===== src/rtl/fg_pkg.sv =====
// Shared definitions for the F/G sequence monitor: FSM states, violation codes
// and the length of a legal F, G, gap transaction.
package fg_pkg;

    typedef enum logic [1:0] {
        IDLE   = 2'd0,
        S_F    = 2'd1,
        S_G    = 2'd2,
        RESYNC = 2'd3
    } fg_state_t;

    typedef enum logic [2:0] {
        ERR_NONE        = 3'd0,
        ERR_G_WITHOUT_F = 3'd1,
        ERR_F_LONG      = 3'd2,
        ERR_G_MISSING   = 3'd3,
        ERR_G_LONG      = 3'd4,
        ERR_NO_GAP      = 3'd5,
        ERR_BOTH_HIGH   = 3'd6,
        ERR_RESERVED    = 3'd7
    } fg_err_t;

    localparam int unsigned SEQ_LEN = 3;

endpackage


===== src/rtl/fg_event_counter.sv =====
// Event counter with synchronous clear (priority over increment); the count
// either wraps or saturates at all-ones depending on SAT.
module fg_event_counter #(
    parameter int unsigned W   = 8,
    parameter bit          SAT = 1'b0
) (
    input  logic         i_clk,
    input  logic         i_rst_n,
    input  logic         i_inc,
    input  logic         i_clr,
    output logic [W-1:0] o_cnt
);

    logic [W-1:0] r_cnt;

    always_ff @(posedge i_clk) begin
        if (!i_rst_n) begin
            r_cnt <= '0;
        end else if (i_clr) begin
            r_cnt <= '0;
        end else if (i_inc) begin
            if (!(SAT && (r_cnt == '1))) begin
                r_cnt <= r_cnt + 1'b1;
            end
        end
    end

    assign o_cnt = r_cnt;

endmodule


===== src/rtl/fg_seq_monitor.sv =====
// Receive-side protocol checker for the F/G pulse pair: counts good
// transactions and violations, logs the first violation code, resynchronises.
module fg_seq_monitor
    import fg_pkg::*;
#(
    parameter int unsigned CNT_W = 8,
    parameter int unsigned ERR_W = 4
) (
    input  logic             Clock,
    input  logic             Reset,
    input  logic             F,
    input  logic             G,
    input  logic             Clear,
    output logic             Done,
    output logic             Busy,
    output logic             Err,
    output logic [2:0]       ErrCode,
    output logic [CNT_W-1:0] TxnCount,
    output logic [ERR_W-1:0] ErrCount
);

    fg_state_t r_state;
    fg_state_t w_next;
    fg_err_t   w_code;
    fg_err_t   r_code;
    logic      w_err;
    logic      w_done;
    logic      r_done;
    logic      r_err;

    always_ff @(posedge Clock) begin
        if (!Reset) begin
            r_state <= IDLE;
            r_done  <= 1'b0;
            r_err   <= 1'b0;
            r_code  <= ERR_NONE;
        end else begin
            r_state <= w_next;
            r_done  <= w_done;
            if (Clear) begin
                r_err  <= 1'b0;
                r_code <= ERR_NONE;
            end else if (w_err) begin
                r_err <= 1'b1;
                // First violation since reset/Clear wins
                if (!r_err) begin
                    r_code <= w_code;
                end
            end
        end
    end

    always_comb begin
        w_next = r_state;
        w_err  = 1'b0;
        w_code = ERR_NONE;
        w_done = 1'b0;
        unique case (r_state)
            IDLE: begin
                case ({F, G})
                    2'b10:   w_next = S_F;
                    2'b01:   begin w_err = 1'b1; w_code = ERR_G_WITHOUT_F; end
                    2'b11:   begin w_err = 1'b1; w_code = ERR_BOTH_HIGH;   end
                    default: w_next = IDLE;
                endcase
            end
            S_F: begin
                case ({F, G})
                    2'b01:   w_next = S_G;
                    2'b10:   begin w_err = 1'b1; w_code = ERR_F_LONG;    end
                    2'b11:   begin w_err = 1'b1; w_code = ERR_BOTH_HIGH; end
                    default: begin w_err = 1'b1; w_code = ERR_G_MISSING; end
                endcase
            end
            S_G: begin
                case ({F, G})
                    2'b00:   begin w_next = IDLE; w_done = 1'b1; end
                    2'b01:   begin w_err = 1'b1; w_code = ERR_G_LONG;    end
                    2'b10:   begin w_err = 1'b1; w_code = ERR_NO_GAP;    end
                    default: begin w_err = 1'b1; w_code = ERR_BOTH_HIGH; end
                endcase
            end
            RESYNC: begin
                if ({F, G} == 2'b00) begin
                    w_next = IDLE;
                end
            end
            default: w_next = IDLE;
        endcase
        if (w_err) begin
            w_next = RESYNC;
        end
    end

    fg_event_counter #(.W(CNT_W), .SAT(1'b0)) u_txn_cnt (
        .i_clk   (Clock),
        .i_rst_n (Reset),
        .i_inc   (w_done),
        .i_clr   (Clear),
        .o_cnt   (TxnCount)
    );

    fg_event_counter #(.W(ERR_W), .SAT(1'b1)) u_err_cnt (
        .i_clk   (Clock),
        .i_rst_n (Reset),
        .i_inc   (w_err),
        .i_clr   (Clear),
        .o_cnt   (ErrCount)
    );

    assign Done    = r_done;
    assign Err     = r_err;
    assign ErrCode = r_code;
    assign Busy    = (r_state == S_F) || (r_state == S_G);

endmodule


===== config.mk =====
export PLATFORM = sky130hd
export DESIGN_NAME = fg_seq_monitor
export DESIGN_NICKNAME = d
export VERILOG_FILES = /design/src/rtl/fg_pkg.sv /design/src/rtl/fg_event_counter.sv /design/src/rtl/fg_seq_monitor.sv
export SDC_FILE = /design/constraint.sdc
export NUM_CORES = 1
export LEC_CHECK = 0
export ABC_AREA = 1
export CELL_PAD_IN_SITES_DETAIL_PLACEMENT = 1
export CELL_PAD_IN_SITES_GLOBAL_PLACEMENT = 2
export CORE_UTILIZATION = 28
export CTS_BUF_LIST = sky130_fd_sc_hd__clkbuf_16
export CTS_CLUSTER_SIZE = 40
export DETAILED_ROUTE_END_ITERATION = 16
export HOLD_SLACK_MARGIN = 0.05
export PLACE_DENSITY_LB_ADDON = 0.1
export SLEW_MARGIN = 20
export SYNTH_ARGS = -nofsm -noshare
export SYNTH_HDL_FRONTEND = slang
export SYNTH_HIERARCHICAL = 1
export SYNTH_SLANG_ARGS = --single-unit

===== constraint.sdc =====
create_clock -name Clock -period 2.45 [get_ports Clock]
set_input_delay 0.49 -clock Clock [delete_from_list [all_inputs] [get_ports Clock]]
set_output_delay 0.49 -clock Clock [all_outputs]
set_load 0.01 [all_outputs]

==> results of run 1 <==
==> power groups by stage <==
stage / Clock, mW / Sequential [mW] / Combinational (mW)
after floorplan: 0 / 0.410 / 0.413
after global placement: 0 / 0.401 / 0.596
after detailed placement: 0 / 0.406 / 0.608
after CTS: 0.349 / 0.399 / 0.611
after global routing: 0.364 / 0.406 / 0.693
final: 0.339 / 0.397 / 0.601
==> critical path: stages (launching register included) <==
cell	delay, ns
dfxtp_1	0.41
inv_1	0.09
ha_1	0.28
clkdlybuf4s50_1	0.53
==> layout by cell type (no fill, tap or decap) <==
cell and count:
dfxtp_1 19, ha_1 7, inv_1 24, nor2_1 34
nand3_2 1, nand3_1 7, clkdlybuf4s50_1 22, nor3_1 1
clkbuf_16 3, nand3_4 2, nand2_2 6, clkinv_2 1
a21boi_1 1, inv_2 5, nand2_1 34, nand4_1 6
nor2_4 1, o21ai_0 8, a21oi_1 7
==> routing by layer <==
metal	up-vias	share of wire [%]	routed length, um	track usage (%)
met5	-	0	0	0
met4	0	0.67	17	4.17
met3	2	2.8	71	3.21
met2	16	46	1160	24.1
met1	483	51	1290	17.0
li1	557	-	-	-
==> through the flow <==
step	setup slack [ns]	instances	total power [mW]	hold WS (ns)
finish	0.412	237	1.34	0.501
global route	0.338	237	1.46	0.540
floorplan	0.948	163	0.823	0.496
CTS	0.389	237	1.36	0.502
detailed placement	0.275	233	1.01	0.490
global placement	0.365	233	0.997	0.479
==> kinds of logic after synthesis <==
group	after synthesis	share of synthesized area [%]
simple gates	92	39.3
buf+inv	29	10.0
fa+ha+maj	7	8.06
compound gates	16	7.60
flops	19	35.0
==> state kept, by name (all words and copies together), names as in the netlist <==
name	cells
u_err_cnt/o_cnt	4
Err	1
ErrCode	3
r_state	2
Done	1
u_txn_cnt/o_cnt	8
==> final cells by class <==
cell class              count  area [sq um]  area share [%]
clock buffers               3          75.1            5.19
inverters                  29           109            7.53
repair buffers             22           220            15.2
clock inverters             1          5.00           0.346
flip-flops and latches     19           380            26.3
multi-input cells         115           597            41.3
well taps                  48          60.1            4.15
==> worst max-delay path by stage <==
stage,startpoint,end,slack [ns],depth (start not counted)
6_report,r_state[0],Busy,0.41,3
3_3_place_gp,F,u_txn_cnt/o_cnt[6],0.36,9
5_1_grt,r_state[0],Busy,0.34,3
2_1_floorplan,r_state[0],u_txn_cnt/o_cnt[6],0.95,9
3_5_place_dp,G,u_txn_cnt/o_cnt[7],0.28,10
4_1_cts,r_state[0],Busy,0.39,3
==> summary.md, run 1 <==
| Metric | Value |
|---|---|
| DRT Pass-1 Iters | `4` |
| R2R depth | `10` |
| Skew final | `0.00123 ns` |
| Port Buffers | `22` |
| Clk network pwr share | `25.3%` |
| Power Dens Cells | `924 mW/mm^2` |
| Hold_buf cts | `0` |
| First-pass GRT wire length | `4.55 mm` |
| Die height | `64.3 um` |
| Area of the die | `0.00413 sq mm` |
| Post-synth top area share | `35.0%` |
| Largest net degree at the start of global routing | `12` |
| Min-delay src | `u_txn_cnt/o_cnt[3]` |
| Num CTS Buffers | `3` |
| Setup Viol. Count Final | `0` |
| R2R setup slack | `0.67 ns` |
| Achievable frequency | `491 MHz` |
| # Post-CTS Setup Buffers | `0` |
| Maxcap violations | `0` |
| Total Neg Setup Slack | `0 ns` |
| Clk buf depth | `2` |
| Rel. slew slack | `68.9%` |
| Post-synthesis sequential area ratio | `35.0%` |
| Crit start category | `flip-flop` |
| Sw Ratio | `38.9%` |
| Post-layout util | `39.2%` |
| Hold WC Path Type | `reg2reg` |
| Seq cells post-synth | `19` |
| Total GRT Usage | `14.0%` |
| Overflow after GRT | `0` |
| Vias in the first global route | `1056` |
| Via count | `1058` |
| Final HPWL from detailed placement | `2.04 mm` |
| I/O Pins | `23` |
| Gpl congestion | `0.789` |
| Seq pwr share | `29.7%` |
| Post-route clock period utilization | `83.2%` |
| Filler cells | `471` |
| Dominant synthesized flop cell | `dfxtp_1` |
| Worst endpoint data arrival time | `1.55 ns` |
| Synth Area per Inst | `6.66 sq um` |
| Critical path type | `reg2out` |
| Via/cell ratio | `4.46` |
| Most frequent cells after synthesis | `nand2_1 (34), nor2_1 (34), inv_1 (24), dfxtp_1 (19), o21ai_0 (8)` |
| Starting density of the core | `29.4%` |
| FF-to-FF Start | `r_state[0]` |
| Async SR Flop Fraction | `0%` |
| CTS tree | `yes` |
| N_diodes | `0` |
| Final net count | `202` |
| Psw | `0.519 mW` |
| Detailed Route WL | `2.54 mm` |
| FP Rows | `22` |
| Max VDD drop | `0.000401 V` |
| Iter 0 DRT Violations | `35` |
| Hold Vio Cnt, Final | `0` |
| Resized cells post-CTS | `0` |
| Slew @ Worst Pin | `0.465 ns` |
| Core area | `0.00369 sq mm` |
| Wire per inst | `10.7 um` |
| DP Area | `0.00137 sq mm` |
| Synthesis Warnings | `6` |
| Status | `completed` |
| Logic pwr share | `45.0%` |
| Area Growth Syn to Fin | `33.2%` |
| H-tree Lvls | `1` |
| Cell leakage power | `0.646 nW` |
| Endpoint type of the worst setup path | `output pin` |
| Syn Inst Count | `163` |
| Hold endpoint | `u_txn_cnt/o_cnt[3]` |
| Tmin final | `2.04 ns` |
| Post-route ant nets | `0` |
| EDFF count, synth | `0` |
| Worst hold stages | `1` |
| DR DRC count | `0` |
| Setup repair after global routing missed its margin | `no` |
| CTS root buffer | `clkbuf_16` |
| Clock latency at the later pin of the worst-skew pair | `0.25 ns` |
| Design area | `0.00145 sq mm` |
| Post-Syn Nets | `175` |
| Synth unique cells | `16` |
| Synth area leader | `dfxtp_1` |
| Clock slew at reported path FFs | `0.06 ns` |
| Share of cells above drive strength 1 | `10.1%` |
| Clock sink count | `19` |
| Cell Int Power | `0.817 mW` |
| Max FO, Critical Path | `5` |
| Final max-slew violation count | `0` |
| WP data required | `1.96 ns` |
| Cell area after synthesis | `0.00109 sq mm` |
| Initial antenna violation count | `0` |
| Die Span X | `64.3 um` |
| Reg-to-reg endpoint | `u_txn_cnt/o_cnt[7]` |
| Synth area leaders | `dfxtp_1 (35%), nand2_1 (12%), nor2_1 (12%)` |
Note: power is estimated with default switching activity, not from simulation.
==> run 2, diff against run 1 <==
CORE_UTILIZATION = 26   (was 28)
clock period = 1.95 ns   (was 2.45 ns; I/O delays follow)
==> run 2 against run 1 <==
Combinational power grew 30%. Non-clock buffer count grew 5. Setup slack lost 0.34 ns. Routed wire length grew 3.1%. Clock skew grew 0.00083 ns. Count of clock-buffer cells in the layout is the same. Global-route usage grew 0.19 points. Critical path depth is the same. Utilization shrank 2.0 points. Sequential cell count is the same. Cell count grew 3.0%. Final area grew 2.9%. Largest power group unchanged.
==> summary.md, run 2 (synthesized netlist as in run 1, its figures left out) <==
| Metric | Value |
|---|---|
| Hold Vio Cnt, Final | `0` |
| Reg-to-reg endpoint | `u_err_cnt/o_cnt[1]` |
| Seq pwr share | `29.3%` |
| Port Buffers | `22` |
| Total Neg Setup Slack | `0 ns` |
| Clock sink count | `19` |
| Status | `completed` |
| Vias in the first global route | `1142` |
| Sw Ratio | `38.8%` |
| # Post-CTS Setup Buffers | `0` |
| DRT Pass-1 Iters | `3` |
| Initial antenna violation count | `0` |
| Clock slew at reported path FFs | `0.06 ns` |
| Tmin final | `1.88 ns` |
| Endpoint type of the worst setup path | `output pin` |
| Skew final | `0.00206 ns` |
| H-tree Lvls | `1` |
| Detailed Route WL | `2.62 mm` |
| Die Span X | `66.6 um` |
| Cell leakage power | `0.672 nW` |
| Psw | `0.665 mW` |
| Max reg flops | `8` |
| Final net count | `207` |
| Starting density of the core | `27.2%` |
| Crit start category | `flip-flop` |
| Logic pwr share | `45.6%` |
| Filler cells | `500` |
| Final HPWL from detailed placement | `2.12 mm` |
| Max VDD drop | `0.000495 V` |
| Clock latency at the later pin of the worst-skew pair | `0.25 ns` |
| Setup repair after global routing missed its margin | `no` |
| Largest net degree at the start of global routing | `12` |
| Maxcap violations | `0` |
| Final max-slew violation count | `0` |
| Total GRT Usage | `14.1%` |
| FF-to-FF Start | `r_state[1]` |
| Clk buf depth | `2` |
| Die height | `66.6 um` |
| Cell Int Power | `1.05 mW` |
| Clk network pwr share | `25.1%` |
| Worst endpoint data arrival time | `1.49 ns` |
| Worst setup path end | `Busy` |
| Core area | `0.00400 sq mm` |
| Area of the die | `0.00444 sq mm` |
| Num CTS Buffers | `3` |
| Setup crit start | `r_state[1]` |
| I/O Pins | `23` |
| Max FO, Critical Path | `5` |
| R2R setup slack | `0.38 ns` |
| Power Dens Cells | `1150 mW/mm^2` |
| Post-route ant nets | `0` |
| Setup Viol. Count Final | `0` |
| Achievable frequency | `533 MHz` |
| Critical path type | `reg2out` |
| R2R depth | `9` |
| DR DRC count | `0` |
| Iter 0 DRT Violations | `26` |
| WP data required | `1.56 ns` |
| CTS root buffer | `clkbuf_16` |
| Wire per inst | `10.7 um` |
| Gpl congestion | `0.808` |
| Hold WC Path Type | `reg2reg` |
| Rel. slew slack | `81.1%` |
| FP Rows | `23` |
| Post-route clock period utilization | `96.3%` |
| N_diodes | `0` |
| Hold_buf cts | `0` |
| Via/cell ratio | `4.42` |
| Share of cells above drive strength 1 | `13.4%` |
| Overflow after GRT | `0` |
| First-pass GRT wire length | `4.77 mm` |
| Slew @ Worst Pin | `0.282 ns` |
| Most frequent cells in the layout | `nand2_1 (34), nor2_1 (34), inv_1 (24)` |
| CTS tree | `yes` |
| Area Growth Syn to Fin | `37.1%` |
| Final Total Pwr | `1.72 mW` |
| Via count | `1079` |
==> run 2: routing by layer <==
| metal | GRT usage [%] | vias to the layer above | routed length [um] |
|---|---|---|---|
| li1 | - | 567 | - |
| met1 | 18.0 | 492 | 1350 |
| met2 | 23.4 | 16 | 1160 |
| met3 | 3.08 | 4 | 78 |
| met4 | 4.79 | 0 | 38 |
| met5 | 0 | - | 0 |
==> run 2: layout make-up <==
| type | instances | area [sq um] | share of cell area (%) |
|---|---|---|---|
| clock buffer | 3 | 75.1 | 5.04 |
| tap | 50 | 62.6 | 4.20 |
| clock inverter | 1 | 5.00 | 0.336 |
| inverter | 29 | 109 | 7.31 |
| sequential | 19 | 383 | 25.7 |
| timing repair buffer | 27 | 258 | 17.3 |
| multi-input combinational | 115 | 597 | 40.1 |
==> run 2: what timing repair did <==
action,CTS,global route
hold endpoints to repair,0,0
endpoints found under the setup margin,1,0
resized for setup,2,0
==> run 2: worst min path at each step <==
stage | end | start | slack [ns] | cells past startpoint
after global routing | u_txn_cnt/o_cnt[3] | u_txn_cnt/o_cnt[3] | 0.54 | 1
after floorplan | r_state[0] | Reset | 0.49 | 2
after global placement | u_txn_cnt/o_cnt[3] | u_txn_cnt/o_cnt[3] | 0.48 | 1
after CTS | u_txn_cnt/o_cnt[3] | u_txn_cnt/o_cnt[3] | 0.50 | 1
final | u_txn_cnt/o_cnt[3] | u_txn_cnt/o_cnt[3] | 0.49 | 1
after detailed placement | u_txn_cnt/o_cnt[3] | u_txn_cnt/o_cnt[3] | 0.49 | 1
==> run 2: power groups by stage <==
stage	Clock (mW)	Sequential, mW	Combinational [mW]
finish	0.430	0.503	0.782
global route	0.463	0.512	0.907
CTS	0.449	0.505	0.799
detailed placement	0	0.509	0.791
global placement	0	0.505	0.770
floorplan	0	0.515	0.519
==> run 2: worst max-delay path: stages, from the launching register on <==
cell	delay, ns
dfxtp_2	0.36
inv_1	0.08
ha_1	0.27
clkdlybuf4s50_1	0.53
==> run 2: stage by stage <==
| stage | cell area, sq um | setup WS, ns | hold WS [ns] | util, % | instances |
|---|---|---|---|---|---|
| after CTS | 1490 | 0.0502 | 0.498 | 37.2 | 244 |
| after global placement | 1410 | 0.101 | 0.475 | 35.2 | 240 |
| after detailed placement | 1410 | 0.0220 | 0.485 | 35.2 | 240 |
| after global routing | 1490 | 0.0301 | 0.544 | 37.2 | 244 |
| final | 1490 | 0.0726 | 0.490 | 37.2 | 244 |
| after floorplan | 1090 | 0.448 | 0.488 | - | 163 |
